$ cat src/rtl/alu_sequencer_pkg.sv
// Shared definitions for the 16-bit ALU sequencer: ALU op-codes, FSM state
// encodings, byte/word widths and a small op classification helper.
// Optional multiply support is controlled by the CALC_MUL_EN macro in the
// files that import this package.
package alu_sequencer_pkg;

  // Width of the shared ALU data path and of one sequenced operation
  localparam int BYTE_W = 8;
  localparam int CALC_W = 2 * BYTE_W;

  // ALU op-code width and encodings
  localparam int AC_N = 3;
  localparam logic [AC_N-1:0] AC_AD = 3'd0;
  localparam logic [AC_N-1:0] AC_SB = 3'd1;
  localparam logic [AC_N-1:0] AC_AN = 3'd2;
  localparam logic [AC_N-1:0] AC_OR = 3'd3;
  localparam logic [AC_N-1:0] AC_LS = 3'd4;
  localparam logic [AC_N-1:0] AC_MU = 3'd5;

  // Sequencer states
  typedef enum logic [2:0] {
    S_IDLE = 3'd0,
    S_CALL = 3'd1,
    S_CALH = 3'd2,
    S_MTST = 3'd3,
    S_MSH  = 3'd4
  } state_t;

  // Ops that run as a plain low-byte / high-byte pass pair (AD, SB, AN, OR, LS)
  function automatic logic op_is_two_pass(input logic [AC_N-1:0] op);
    return (op <= AC_LS);
  endfunction

  // Op-code presented to the ALU for a latched request op
  function automatic logic [AC_N-1:0] alu_code_for(input logic [AC_N-1:0] op);
    logic [AC_N-1:0] code;
    code = op;
    if (op == AC_LS) code = AC_SB;   // signed compare is a subtraction
    if (op == AC_MU) code = AC_AD;   // multiply accumulates with adds
    return code;
  endfunction

endpackage

$ cat src/rtl/alu_seq_opmux.sv
// Combinational ALU drive selection for the ALU sequencer. Picks the ALU
// op-code, the two operand bytes and the carry-in from the current state and
// the latched operands. Outside the two ALU passes the ALU sees a quiet,
// fully defined AND of zeros. The accumulator input is only meaningful when
// CALC_MUL_EN is defined; otherwise the parent ties it to zero.
module alu_seq_opmux
  import alu_sequencer_pkg::*;
#(
  parameter int W = CALC_W
) (
  input  state_t              i_state,
  input  logic [AC_N-1:0]     i_op,
  input  logic [W-1:0]        i_ra,
  input  logic [W-1:0]        i_rb,
  input  logic [W-1:0]        i_acc,
  input  logic                i_lowcarry,
  output logic [AC_N-1:0]     o_alu_cs,
  output logic [BYTE_W-1:0]   o_alu_a,
  output logic [BYTE_W-1:0]   o_alu_b,
  output logic                o_alu_cin
);

  // Multiply passes add the shifted multiplicand to the accumulator instead of rb
  logic [W-1:0] w_opnd_b;
  assign w_opnd_b = (i_op == AC_MU) ? i_acc : i_rb;

  // Select ALU drive for the low pass, the high pass, or the idle default
  always_comb begin
    o_alu_cs  = AC_AN;
    o_alu_a   = '0;
    o_alu_b   = '0;
    o_alu_cin = 1'b0;
    case (i_state)
      S_CALL: begin
        o_alu_cs  = alu_code_for(i_op);
        o_alu_a   = i_ra[BYTE_W-1:0];
        o_alu_b   = w_opnd_b[BYTE_W-1:0];
        o_alu_cin = 1'b0;
      end
      S_CALH: begin
        o_alu_cs  = alu_code_for(i_op);
        o_alu_a   = i_ra[W-1:BYTE_W];
        o_alu_b   = w_opnd_b[W-1:BYTE_W];
        o_alu_cin = i_lowcarry;
      end
      default: begin
        o_alu_cs  = AC_AN;
        o_alu_a   = '0;
        o_alu_b   = '0;
        o_alu_cin = 1'b0;
      end
    endcase
  end

endmodule

$ cat src/rtl/alu_sequencer.sv
// Multi-cycle controller for the shared 8-bit ALU. Each accepted request
// runs one 16-bit operation (add, subtract, AND, OR, signed less-than) as a
// low-byte pass followed by a high-byte pass, then pulses o_done with the
// result and flags held until the next accept.
// Define CALC_MUL_EN to add the shift-add multiply (AC_MU) with its
// S_MTST/S_MSH states and accumulator; without it AC_MU is an illegal op.
module alu_sequencer
  import alu_sequencer_pkg::*;
#(
  parameter int W = CALC_W
) (
  input  logic                i_clk,
  input  logic                i_reset,
  input  logic                i_start,
  input  logic [AC_N-1:0]     i_op,
  input  logic [W-1:0]        i_opa,
  input  logic [W-1:0]        i_opb,
  output logic                o_busy,
  output logic                o_done,
  output logic [W-1:0]        o_result,
  output logic                o_zero,
  output logic                o_carry,
  output logic                o_compare,
  output logic                o_err,
  output logic [AC_N-1:0]     o_alu_cs,
  output logic [BYTE_W-1:0]   o_alu_a,
  output logic [BYTE_W-1:0]   o_alu_b,
  output logic                o_alu_cin,
  input  logic [BYTE_W-1:0]   i_alu_s,
  input  logic                i_alu_zero,
  input  logic                i_alu_cout
);

  state_t            r_state;
  logic [W-1:0]      r_ra;
  logic [W-1:0]      r_rb;
  logic [AC_N-1:0]   r_op;
  logic [W-1:0]      r_result;
  logic              r_zero;
  logic              r_carry;
  logic              r_compare;
  logic              r_err;
  logic              r_done;
  logic              r_lowzero;
  logic              r_lowcarry;
  logic [W-1:0]      w_acc;

  // Signed A < B from the high-byte subtraction: differing signs decide
  // directly, otherwise the sign of the difference does.
  logic              w_lt;
  assign w_lt = (r_ra[W-1] ^ r_rb[W-1]) ? r_ra[W-1] : i_alu_s[BYTE_W-1];

  // Carry out of the high pass only matters for arithmetic ops
  logic              w_arith;
  assign w_arith = (r_op == AC_AD) || (r_op == AC_SB);

`ifdef CALC_MUL_EN
  logic [W-1:0]      r_acc;
  assign w_acc = r_acc;

  // A set bit leaving ra while multiplier bits remain means the product overflows
  logic              w_shift_ovf;
  assign w_shift_ovf = r_ra[W-1] & (r_rb[W-1:1] != '0);
`else
  assign w_acc = '0;
`endif

  // Sequencer FSM with registered result, flags and done pulse
  always_ff @(posedge i_clk) begin
    if (i_reset) begin
      r_state    <= S_IDLE;
      r_ra       <= '0;
      r_rb       <= '0;
      r_op       <= AC_AN;
      r_result   <= '0;
      r_zero     <= 1'b0;
      r_carry    <= 1'b0;
      r_compare  <= 1'b0;
      r_err      <= 1'b0;
      r_done     <= 1'b0;
      r_lowzero  <= 1'b0;
      r_lowcarry <= 1'b0;
`ifdef CALC_MUL_EN
      r_acc      <= '0;
`endif
    end else begin
      r_done <= 1'b0;
      case (r_state)
        S_IDLE: begin
          if (i_start) begin
            r_ra      <= i_opa;
            r_rb      <= i_opb;
            r_op      <= i_op;
            r_zero    <= 1'b0;
            r_carry   <= 1'b0;
            r_compare <= 1'b0;
            r_err     <= 1'b0;
            if (op_is_two_pass(i_op)) begin
              r_state <= S_CALL;
`ifdef CALC_MUL_EN
            end else if (i_op == AC_MU) begin
              r_acc   <= '0;
              r_state <= S_MTST;
`endif
            end else begin
              // Unsupported op: report at once and stay idle
              r_result <= '0;
              r_err    <= 1'b1;
              r_done   <= 1'b1;
              r_state  <= S_IDLE;
            end
          end
        end

        S_CALL: begin
`ifdef CALC_MUL_EN
          if (r_op == AC_MU) begin
            r_acc[BYTE_W-1:0] <= i_alu_s;
          end else begin
            r_result[BYTE_W-1:0] <= i_alu_s;
          end
`else
          r_result[BYTE_W-1:0] <= i_alu_s;
`endif
          r_lowzero  <= i_alu_zero;
          r_lowcarry <= i_alu_cout;
          r_state    <= S_CALH;
        end

        S_CALH: begin
`ifdef CALC_MUL_EN
          if (r_op == AC_MU) begin
            r_acc[W-1:BYTE_W] <= i_alu_s;
            r_carry           <= r_carry | i_alu_cout;
            r_state           <= S_MSH;
          end else
`endif
          if (r_op == AC_LS) begin
            r_result  <= {{(W-1){1'b0}}, w_lt};
            r_compare <= w_lt;
            r_zero    <= ~w_lt;
            r_carry   <= 1'b0;
            r_done    <= 1'b1;
            r_state   <= S_IDLE;
          end else begin
            r_result[W-1:BYTE_W] <= i_alu_s;
            r_zero    <= r_lowzero & i_alu_zero;
            r_carry   <= w_arith & i_alu_cout;
            r_done    <= 1'b1;
            r_state   <= S_IDLE;
          end
        end

`ifdef CALC_MUL_EN
        S_MTST: begin
          if (r_rb == '0) begin
            r_result <= r_acc;
            r_zero   <= (r_acc == '0);
            r_done   <= 1'b1;
            r_state  <= S_IDLE;
          end else if (r_rb[0]) begin
            r_state  <= S_CALL;
          end else begin
            r_state  <= S_MSH;
          end
        end

        S_MSH: begin
          r_ra    <= {r_ra[W-2:0], 1'b0};
          r_rb    <= {1'b0, r_rb[W-1:1]};
          r_carry <= r_carry | w_shift_ovf;
          r_state <= S_MTST;
        end
`endif

        default: begin
          r_state <= S_IDLE;
        end
      endcase
    end
  end

  // ALU drive selection from state and latched operands
  alu_seq_opmux #(
    .W (W)
  ) u_opmux (
    .i_state    (r_state),
    .i_op       (r_op),
    .i_ra       (r_ra),
    .i_rb       (r_rb),
    .i_acc      (w_acc),
    .i_lowcarry (r_lowcarry),
    .o_alu_cs   (o_alu_cs),
    .o_alu_a    (o_alu_a),
    .o_alu_b    (o_alu_b),
    .o_alu_cin  (o_alu_cin)
  );

  assign o_busy    = (r_state != S_IDLE);
  assign o_done    = r_done;
  assign o_result  = r_result;
  assign o_zero    = r_zero;
  assign o_carry   = r_carry;
  assign o_compare = r_compare;
  assign o_err     = r_err;

endmodule

$ cat config.mk
export PLATFORM = sky130hd
export DESIGN_NAME = alu_sequencer
export DESIGN_NICKNAME = d
export VERILOG_FILES = /design/src/rtl/alu_sequencer_pkg.sv /design/src/rtl/alu_seq_opmux.sv /design/src/rtl/alu_sequencer.sv
export SDC_FILE = /design/constraint.sdc
export NUM_CORES = 1
export LEC_CHECK = 0
export BUFFER_PORTS_ARGS = -buffer_cell sky130_fd_sc_hd__buf_4
export CAP_MARGIN = 20
export CORE_MARGIN = 2
export CORE_UTILIZATION = 45
export DETAILED_ROUTE_END_ITERATION = 10
export GPL_TIMING_DRIVEN = 0
export PLACE_DENSITY = 0.73
export SYNTH_ARGS = -nofsm -noshare
export SYNTH_HDL_FRONTEND = slang
export SYNTH_SLANG_ARGS = --single-unit
$ cat constraint.sdc
create_clock -name i_clk -period 2 [get_ports i_clk]
set_clock_uncertainty 0.1 [all_clocks]
set_input_delay 0.1 -clock i_clk [delete_from_list [all_inputs] [get_ports i_clk]]
set_output_delay 0.1 -clock i_clk [all_outputs]
set_load 0.01 [all_outputs]
## After elaboration in Yosys (flattened, before gate mapping)

Cells that the tools add are included.

| storage, ports and cells | value |
|---|---|
| bits in registers | 61 |
| latch bits | 0 |
| bits in writable memories | 0 |
| ROM bits | 0 |
| input port bits | 48 |
| output and inout bits | 42 |
| memories kept | 0 |

| operators by class | value |
|---|---|
| $add $sub $neg | 0 |
| multiply operators | 0 |
| divide/modulo/power cells | 0 |
| magnitude comparators | 1 |
| eq/ne operators | 8 |
| shift-type cells | 0 |
| mux-type cells | 27 |
| bitwise operators | 4 |
| reduce and logical (&&, ||, !) cells | 12 |

Operators with widths:

| kind | number |
|---|---|
| two-way mux 16 bit | 3 |
| one-hot mux 8 bit (2 select lines) | 3 |
| one-hot mux 8 bit (3 select lines) | 1 |
| two-way mux 8 bit | 2 |
| two-way mux 3 bit | 4 |
| two-way mux 1 bit | 9 |
| one-hot mux 1 bit (2 select lines) | 4 |
| equality test 3 x 1 -> 1 bit (second input constant) | 2 |
| equality test 3 bit (second input constant) | 2 |
| zero test 3 bit | 2 |
| != test 2 bit (second input constant) | 3 |
| one-hot mux 3 bit (2 select lines) | 1 |
| AND reduction 3 bit | 2 |
| nonzero test 3 bit | 2 |
| AND reduction 2 bit | 2 |
| AND reduction 4 bit | 1 |
| equality test 3 x 2 -> 1 bit (second input constant) | 1 |
| less-or-equal comparator 3 bit (second input constant) | 1 |
| bitwise AND 1 bit | 2 |
| nonzero test 2 bit | 1 |
| OR reduction 2 bit | 1 |
| logical OR 1 bit | 1 |
| NOT 1 bit | 1 |
| bitwise XOR 1 bit | 1 |

## Depth between registers and ports, before layout

Gate-level depths: netlist of the first run.

| depth | value |
|---|---|
| depth after elaboration | 5 |
| gate-level depth with buffers | 8 |
| depth with buffers taken out | 6 |

## Hierarchy

Synthesis of the first run repeated with hierarchy kept, for this count alone.

| unflattened totals | value |
|---|---|
| cell total of the unflattened synthesis | 347 |
| area, all modules | 2,727.6 um^2 |

Modules (own cells, without submodules):

| module | instances | cells each | area each (um^2) | sequential area each (um^2) |
|---|---|---|---|---|
| alu_sequencer | 1 | 282 | 2,313.5 | 1,201.2 |
| alu_seq_opmux | 1 | 65 | 414.1 | 0.0 |

## Least setup slack after synthesis of the first run

OpenSTA, ideal clock, no wires.

| path | value |
|---|---|
| path kind | register to register |
| from | reg r_op[2] |
| to | reg r_result[0] (netlist: o_result[0]) |
| data arrival time | 1.549 ns |
| setup slack | 0.263 ns |
| stages on the path, launching flop included | 6 |
| buffers on the path | 1 |
| clock period less this slack | 1.737 ns |
| path through | dfxtp_1 -> or3b_4 -> a221oi_4 -> buf_6 -> nor2_2 -> a311oi_2 |

| on the way | value |
|---|---|
| word-level cells in the longest chain between the ends | 3 |

Ends and longest elaborated chain:

| what | line | text |
|---|---|---|
| start, declared | alu_sequencer.sv:37 | `logic [AC_N-1:0] r_op;` |
| start signal, assigned | alu_sequencer.sv:93 | `r_op <= i_op;` |
| equality test 3 bit | alu_sequencer.sv:138 | `if (r_op == AC_LS) begin` |
| != test 2 bit (no line) | n/a |  |
| AND reduction 4 bit (no line) | n/a |  |
| end signal, assigned by index | alu_sequencer.sv:123 | `r_result[BYTE_W-1:0] <= i_alu_s;` |
| end signal, assigned | alu_sequencer.sv:139 | `r_result <= {{(W-1){1'b0}}, w_lt};` |
| end signal, assigned by index | alu_sequencer.sv:146 | `r_result[W-1:BYTE_W] <= i_alu_s;` |
| end, declared | alu_sequencer.sv:38 | `logic [W-1:0] r_result;` |

No other way between the ends.
A chain may end at the register's enable or synchronous reset.

## Worst setup path after layout of the first run

| path | value |
|---|---|
| from | reg r_state[1] |
| to | out o_alu_b[1] |

| on the way | value |
|---|---|
| word-level cells in the longest chain between the ends | 2 |
| elaborated cells between the ends (all ways) | 3 |

Ends and longest elaborated chain:

| what | line | text |
|---|---|---|
| start, declared | alu_sequencer.sv:34 | `state_t r_state;` |
| start signal, assigned | alu_sequencer.sv:71 | `r_state <= S_IDLE;` |
| start signal, assigned | alu_sequencer.sv:99 | `r_state <= S_CALL;` |
| start signal, assigned | alu_sequencer.sv:110 | `r_state <= S_IDLE;` |
| equality test 3 x 2 -> 1 bit or equality test 3 x 1 -> 1 bit (tied branches) | alu_seq_opmux.sv:33 | `case (i_state)` |
| one-hot mux 8 bit (2 select lines) * | alu_seq_opmux.sv:33 |  |
| end, declared | alu_sequencer.sv:27 | `output logic [BYTE_W-1:0] o_alu_b,` |

Every way passes the cells marked *; elsewhere a longest branch is shown, timed or not.

==> impl_metrics.json, run 1 <==
{
  "dieWidth_um": 79.50,
  "io-pin-count": 90,
  "numCtsBuffers": 9,
  "slew_headroom": 0.6343,
  "min-delay-start": "i_reset",
  "setup_viol_count_final": 0,
  "total_power_mw": 2.959,
  "rows": 27,
  "drc": 0,
  "regArea_mm2": 0.001201,
  "period_share": 0.9648,
  "die_area_mm2": 0.006319,
  "end_kind": "primary output",
  "multi_input_area_mm2": 0.001264,
  "io_buffers": 88,
  "avgSynthCellArea_um2": 7.844,
  "worst_skew_pair.late_latency_ns": 0.34,
  "rr_startpoint": "r_op[2]",
  "path_cells": "inv_1 > ha_1 > clkbuf_4 > nand2_4 > nor2_1 > buf_4",
  "grt_setup_unrepaired": "true",
  "avgViaCountPerCell": 5.177,
  "worstPathArrival_ns": 1.73,
  "wl_per_cell_um": 15.14,
  "synth-seq-area-share": 0.4683,
  "hpwl_mm": 5.189,
  "final_hold_viol_count": 0,
  "drv_slew": 0,
  "nFillCells": 430,
  "synth_nets": 378,
  "p_leak_nw": 1.667,
  "synthTopCellsByArea": "dfxtp_1 47%, nand2_1 12%, a21oi_1 10%",
  "grt_pass1_wl_mm": 13.10,
  "ys_seq_elements": 60,
  "maxCapViolCount": 0,
  "cp_slowest_stage_delay_ns": 0.36,
  "cp_top_family": "buffers and inverters",
  "wl_met2_mm": 4.164,
  "drive_gt1_frac": 0.2710,
  "drt-total-wl_mm": 8.294,
  "run_status": "complete, no violations",
  "critPathMaxFanout": 10,
  "htree_levels": 3,
  "diodes": 0,
  "clk_pin_slew_ns": 0.07,
  "cts_root_buffer": "clkbuf_8",
  "worst-setup-path-type": "flip-flop to primary output",
  "die_y_um": 79.50,
  "met1Wirelength_mm": 3.371,
  "fmax_mhz": 518.2,
  "antenna_found_initial": 0,
  "critPathBufInv": 3,
  "fin_nets": 522,
  "worst_slew_pin_slew_ns": 0.5485,
  "clock_path_buffers": 2,
  "synthToLayoutAreaGrowth_pct": 57.12,
  "cts_tree": "built",
  "grt_max_degree": 11,
  "drt-initial-drc-count": 205,
  "hold_path_class": "input port to flip-flop",
  "gp_congestion": 0.8169,
  "critPathLaunchType": "flip-flop",
  "gr-total-overflow": 0,
  "ir_drop_v": 0.0004924,
  "hold-worst-slack_ns": 0.08161,
  "startpoint": "r_state[1]",
  "start_util": 0.4658,
  "track_usage": 0.2722,
  "met3_length_um": 471,
  "highest_layer": "met4",
  "core_mm2": 0.005507,
  "cts_sinks": 60,
  "drtAntennaViolNets": 0,
  "finalCriticalPeriod_ns": 1.930,
  "yosysTopAreaCellShare": 0.4683,
  "required_ns": 1.80,
  "yosysUniqueCellTypes": 29,
  "power_density_mw_per_mm2": 734.2,
  "num_vias": 2837,
  "synth_area_mm2": 0.002565,
  "yosys_warnings": 0,
  "dr.pass1.iters": 4,
  "first_global_vias": 2757,
  "postSynthCellCount": 327,
  "slowest_stage": "dfxtp_1",
  "yosysTopAreaCell": "dfxtp_1"
}
-- metrics by stage --
stage                TNS, ns  instances  worst slack, ns  cell area, um2    util
floorplan                  0        327           0.2626            2565       -
global placement      -1.078        487          -0.1061            3316  0.6021
detailed placement    -2.912        487          -0.1635            3316  0.6021
CTS                        0        548         0.002485            3993  0.7251
global route        -0.04910        548         -0.01927            4030  0.7319
finish                     0        548          0.07032            4030  0.7319
-- placed cells by master, fill, tap and decap left out, drive strengths merged, types with 6 or more instances in the layout --
master and instances:
buf 93, clkbuf 30, nand2b 11, nand3 11, nand4 7, nor2 15, inv 6, a22oi 16
nand2 85, a21oi 53, dfxtp 60, dlygate4sd3 46, nor2b 8
-- power by group --
part	total, mW	internal [mW]	switching [mW]
logic	0.562	0.267	0.295
clock network	1.10	0.634	0.466
registers	1.30	1.26	0.0384
total	2.96	2.16	0.799
-- cell type report --
class	instances	area share
well taps	72	0.02235
repair buffers	135	0.2800
flip-flops and latches	60	0.2980
clock inverters	5	0.01242
plain buffers	23	0.03043
inverters	6	0.005588
clock buffers	11	0.03757
multi-input cells	236	0.3136
-- worst paths after layout --
kind / end / cells after the start / slack (ns)
setup / recovery: o_alu_b[1] / 6 / 0.07
hold / removal: o_zero / 3 / 0.08
setup reg to reg: o_result[0] / 5 / 0.16
hold reg to reg: o_result[14] / 2 / 0.35
-- synth_stat cells (all sizes together) --
master and count:
a21boi 1, a21oi 53, a221oi 1, a22oi 16, a311oi 1, a32o 1
and2 4, and3 2, buf 2, clkbuf 23, dfxtp 60, ha 3
inv 6, mux2i 4, nand2 85, nand2b 11, nand3 11, nand3b 2
nand4 7, nor2 15, nor2b 8, nor3 3, nor4 1, o2111ai 1
o211ai 1, o21ai 4, or3b 1
-- worst register-to-register path, stage by stage (launching register included) --
cell      delay, ns
dfxtp_1        0.40
or3b_4         0.46
a221oi_4       0.36
buf_6          0.19
nor2_2         0.04
a311oi_2       0.21
-- kinds of logic after synthesis --
family,after synthesis,share of synthesized area
AO/OA/AOI/OAI,79,0.1873
adder cells (fa/ha/maj),3,0.01464
buffers and inverters,31,0.04878
flip-flops,60,0.4683
multiplexers,4,0.01561
AND/OR/NAND/NOR,150,0.2654
-- layer usage --
metal	track usage	vias up
met5	0	-
li1	-	1398
met4	0.1328	0
met3	0.04977	28
met2	0.4571	104
met1	0.3343	1307
-- sequential cells by signal (all words and copies together), names as in the netlist, 2 cells and up --
| name | cells |
|---|---|
| o_result | 16 |
| r_rb | 16 |
| r_op | 3 |
| r_ra | 16 |
| r_state | 2 |
-- what timing repair did --
item	CTS	global route
endpoints found under the setup margin	56	59
gates resized for setup	12	22
buffers inserted	0	1
endpoints found under the hold margin	54	0
hold buffers	46	0
(Power assumes the default switching activity.)
==> inputs of run 2 (changes only) <==
--- a/config.mk
+++ b/config.mk
@@ -11,6 +11,7 @@
 export CORE_UTILIZATION = 45
 export DETAILED_ROUTE_END_ITERATION = 10
 export GPL_TIMING_DRIVEN = 0
+export MAX_ROUTING_LAYER = met4
 export PLACE_DENSITY = 0.73
 export SYNTH_ARGS = -nofsm -noshare
 export SYNTH_HDL_FRONTEND = slang
==> impl_metrics.json, run 2 (same netlist as run 1, synthesis figures left out) <==
{
  "run_status": "complete, no violations",
  "maxCapViolCount": 0,
  "worst_skew_pair.late_latency_ns": 0.34,
  "drtAntennaViolNets": 0,
  "period_share": 0.9653,
  "tns_ns": 0,
  "fin_util": 0.7319,
  "core_mm2": 0.005507,
  "htree_levels": 3,
  "place_area_mm2": 0.003316,
  "die_y_um": 79.50,
  "total_power_mw": 2.964,
  "die_area_mm2": 0.006319,
  "critPathMaxFanout": 10,
  "cts_tree": "built",
  "layout.cells.non_filler": 548,
  "setup_viol_count_final": 0,
  "grt_util_met1": 0.3350,
  "gr-total-overflow": 0,
  "avgViaCountPerCell": 5.232,
  "grt_max_degree": 11,
  "slew_headroom": 0.6296,
  "cts_root_buffer": "clkbuf_8",
  "ir_drop_v": 0.0004920,
  "diodes": 0,
  "track_usage": 0.2789,
  "wl_per_cell_um": 15.24,
  "drv_slew": 0,
  "grt.met2_usage": 0.4563,
  "clk_pin_slew_ns": 0.07,
  "drt-initial-drc-count": 226,
  "antenna_found_initial": 0,
  "num_vias": 2867,
  "grt_pass1_wl_mm": 13.11,
  "dieWidth_um": 79.50,
  "drt-total-wl_mm": 8.354,
  "synthToLayoutAreaGrowth_pct": 57.12,
  "fin_nets": 522,
  "final_common_cell": "buf_4",
  "rows": 27,
  "finalCriticalPeriod_ns": 1.931,
  "grt_busiest_layer": "met2",
  "final_hold_viol_count": 0,
  "fmax_mhz": 517.9,
  "power_density_mw_per_mm2": 735.5,
  "dr.pass1.iters": 4,
  "worst-setup-path-type": "flip-flop to primary output",
  "worst_slew_pin_slew_ns": 0.5556,
  "io_buffers": 88,
  "worstPathArrival_ns": 1.73,
  "start_util": 0.4658,
  "end_kind": "primary output",
  "critPathLaunchType": "flip-flop",
  "io-pin-count": 90,
  "met3_usage": 0.03959,
  "mostFrequentLayoutCells": "89 x buf_4, 84 x nand2_1, 60 x dfxtp_1, 53 x a21oi_1, 46 x dlygate4sd3_1",
  "gp_congestion": 0.8291,
  "hold_path_class": "input port to flip-flop",
  "clock_path_buffers": 2,
  "place_inst": 487,
  "grt_setup_unrepaired": "true",
  "pre_cts_ws_ns": -0.1635,
  "drive_gt1_frac": 0.2710,
  "numCtsBuffers": 9,
  "worst_slack_ns": 0.06931,
  "drc": 0,
  "cts_sinks": 60,
  "hold-worst-slack_ns": 0.08837,
  "required_ns": 1.80,
  "first_global_vias": 2756,
  "hpwl_mm": 5.189,
  "postLayoutCellArea_mm2": 0.004030,
  "p_leak_nw": 1.667
}
==> run 2: cell counts in the layout (fill, tap and decap cells not counted) <==
No cell type changed its count.
==> run 2: cell type report <==
type                       count  area [um2]
multi-input combinational    236        1264
timing repair buffer         135        1129
tap                           72       90.09
clock inverter                 5       50.05
buffer                        23       122.6
clock buffer                  11       151.4
sequential                    60        1201
fill                         430        1476
inverter                       6       22.52
==> run 2: worst paths after layout <==
path | startpoint | end | slack, ns | depth (start not counted)
max | r_state[0] | o_alu_b[1] | 0.07 | 6
min | i_reset | o_zero | 0.09 | 3
min reg2reg | o_result[14] | o_result[14] | 0.36 | 2
max reg2reg | r_op[2] | o_result[1] | 0.14 | 5
==> run 2: power by group <==
group | internal (mW) | switching (mW) | leakage, nW
clock network | 0.634 | 0.470 | 0.109
registers | 1.26 | 0.0386 | 0.490
logic | 0.267 | 0.295 | 1.07
total | 2.16 | 0.804 | 1.67
==> run 2: per-layer routing <==
layer	vias to the layer above	wire length [um]
li1	1398	-
met1	1334	3386
met2	111	4170
met3	24	530
met4	0	266
met5	-	0
==> run 2: repair_timing <==
item / 4_1_cts / 5_1_grt
resized for setup: 12 / 22
endpoints found under the hold margin: 54 / 0
cloned: 0 / 0
hold buffers: 46 / 0
setup endpoints to repair: 56 / 59
buffers inserted: 0 / 1
==> run 2: worst max-delay path: stages (launching register included) <==
cell and delay, ns:
dfxtp_1 0.36, inv_1 0.07, ha_1 0.32, clkbuf_4 0.24, nand2_4 0.11, nor2_1 0.15
buf_4 0.14
==> inputs of run 3 (changes only) <==
--- a/config.mk
+++ b/config.mk
@@ -8,11 +8,10 @@
 export BUFFER_PORTS_ARGS = -buffer_cell sky130_fd_sc_hd__buf_4
 export CAP_MARGIN = 20
 export CORE_MARGIN = 2
-export CORE_UTILIZATION = 45
+export CORE_UTILIZATION = 36
 export DETAILED_ROUTE_END_ITERATION = 10
 export GPL_TIMING_DRIVEN = 0
 export MAX_ROUTING_LAYER = met4
-export PLACE_DENSITY = 0.73
 export SYNTH_ARGS = -nofsm -noshare
 export SYNTH_HDL_FRONTEND = slang
 export SYNTH_SLANG_ARGS = --single-unit
==> impl_metrics.json, run 3 (same netlist as run 1, synthesis figures left out) <==
{
  "gp_congestion": 0.8415,
  "reg2reg_depth": 5,
  "drtAntennaViolNets": 0,
  "gr-total-overflow": 0,
  "antenna_found_initial": 0,
  "cts_tree": "built",
  "cts_root_buffer": "clkbuf_8",
  "hold-worst-slack_ns": 0.07985,
  "io_buffers": 88,
  "fin_nets": 520,
  "dieWidth_um": 88.41,
  "hold_path_class": "input port to flip-flop",
  "drv_slew": 0,
  "ir_drop_v": 0.0004778,
  "layout.cells.non_filler": 570,
  "grt_pass1_wl_mm": 12.62,
  "clk_pin_slew_ns": 0.07,
  "worst_skew_pair.late_latency_ns": 0.32,
  "period_share": 0.9560,
  "numCtsBuffers": 9,
  "holdPathStages": 3,
  "final_hold_viol_count": 0,
  "worstPathArrival_ns": 2.06,
  "grt_max_degree": 11,
  "start_util": 0.3755,
  "die_area_mm2": 0.007816,
  "fmax_mhz": 523.0,
  "postCtsSetupBuffers": 0,
  "cts_sinks": 60,
  "finalCriticalPeriod_ns": 1.912,
  "maxCapViolCount": 0,
  "diodes": 0,
  "first_global_vias": 2657,
  "total_power_mw": 3.211,
  "die_y_um": 88.41,
  "rows": 30,
  "drive_gt1_frac": 0.2658,
  "worst-setup-path-type": "flip-flop to flip-flop",
  "power_density_mw_per_mm2": 784.6,
  "startpoint": "r_op[2]",
  "critPathMaxFanout": 10,
  "dr.pass1.iters": 4,
  "clock_path_buffers": 2,
  "final_common_cell": "buf_4",
  "min-delay-start": "i_reset",
  "drt-total-wl_mm": 8.119,
  "htree_levels": 3,
  "setup_viol_count_final": 0,
  "slew_headroom": 0.6174,
  "synthToLayoutAreaGrowth_pct": 59.56,
  "required_ns": 2.15,
  "core_mm2": 0.006832,
  "p_leak_nw": 1.680,
  "fin_util": 0.5991,
  "end_kind": "flip-flop",
  "drc": 0,
  "rr_startpoint": "r_op[2]",
  "drt-initial-drc-count": 148,
  "grt_setup_unrepaired": "false",
  "place_inst": 511,
  "track_usage": 0.2187,
  "worst_slew_pin_slew_ns": 0.5740,
  "io-pin-count": 90,
  "mostFrequentLayoutCells": "89 x buf_4, 84 x nand2_1, 59 x dfxtp_1, 53 x a21oi_1, 46 x dlygate4sd3_1",
  "hpwl_mm": 5.487,
  "avgViaCountPerCell": 4.777,
  "tns_ns": 0,
  "wl_per_cell_um": 14.24,
  "critPathLaunchType": "flip-flop",
  "run_status": "complete, no violations",
  "num_vias": 2723
}
-- run 3: report_power, final --
part	internal (mW)	switching (mW)	leakage, nW
Sequential	1.26	0.0389	0.490
Clock	0.895	0.466	0.127
Combinational	0.264	0.288	1.06
Total	2.42	0.792	1.68
-- run 3: worst paths after layout --
| check | endpoint | slack, ns |
|---|---|---|
| setup / recovery | o_result[0] | 0.09 |
| hold / removal | o_zero | 0.08 |
| setup reg to reg | o_result[0] | 0.09 |
| hold reg to reg | r_ra[10] | 0.36 |
-- run 3: what timing repair did --
action,4_1_cts,5_1_grt
hold buffers,46,0
hold endpoints to repair,53,0
setup endpoints to repair,58,63
pin swaps,0,1
gates resized for setup,13,23
-- run 3: per-stage QoR --
step	area (um2)	setup WS, ns
final	4093	0.08791
after global routing	4093	0.001014
after CTS	4073	0.002376
after detailed placement	3346	-0.2080
after global placement	3346	-0.1887
after floorplan	2565	0.2626
-- run 3: worst max-delay path: stages, from the launching register on --
cell      delay (ns)
dfxtp_2         0.37
or3b_4          0.44
a221oi_4        0.45
buf_6           0.21
nor2_2          0.04
a311oi_2        0.21
-- run 3: area by class of cell --
| type | count | area, um2 |
|---|---|---|
| fill | 647 | 2739 |
| multi-input combinational | 236 | 1252 |
| sequential | 60 | 1202 |
| timing repair buffer | 134 | 1121 |
| clock buffer | 12 | 155.1 |
| buffer | 22 | 123.9 |
| tap | 96 | 120.1 |
| clock inverter | 4 | 95.09 |
| inverter | 6 | 22.52 |
-- run 3: routing by layer --
metal | share of wire | vias up | GRT usage
li1 | - | 1389 | -
met1 | 0.44 | 1239 | 0.2742
met2 | 0.49 | 87 | 0.3541
met3 | 0.064 | 8 | 0.04011
met4 | 0.010 | 0 | 0.07713
met5 | 0 | - | -
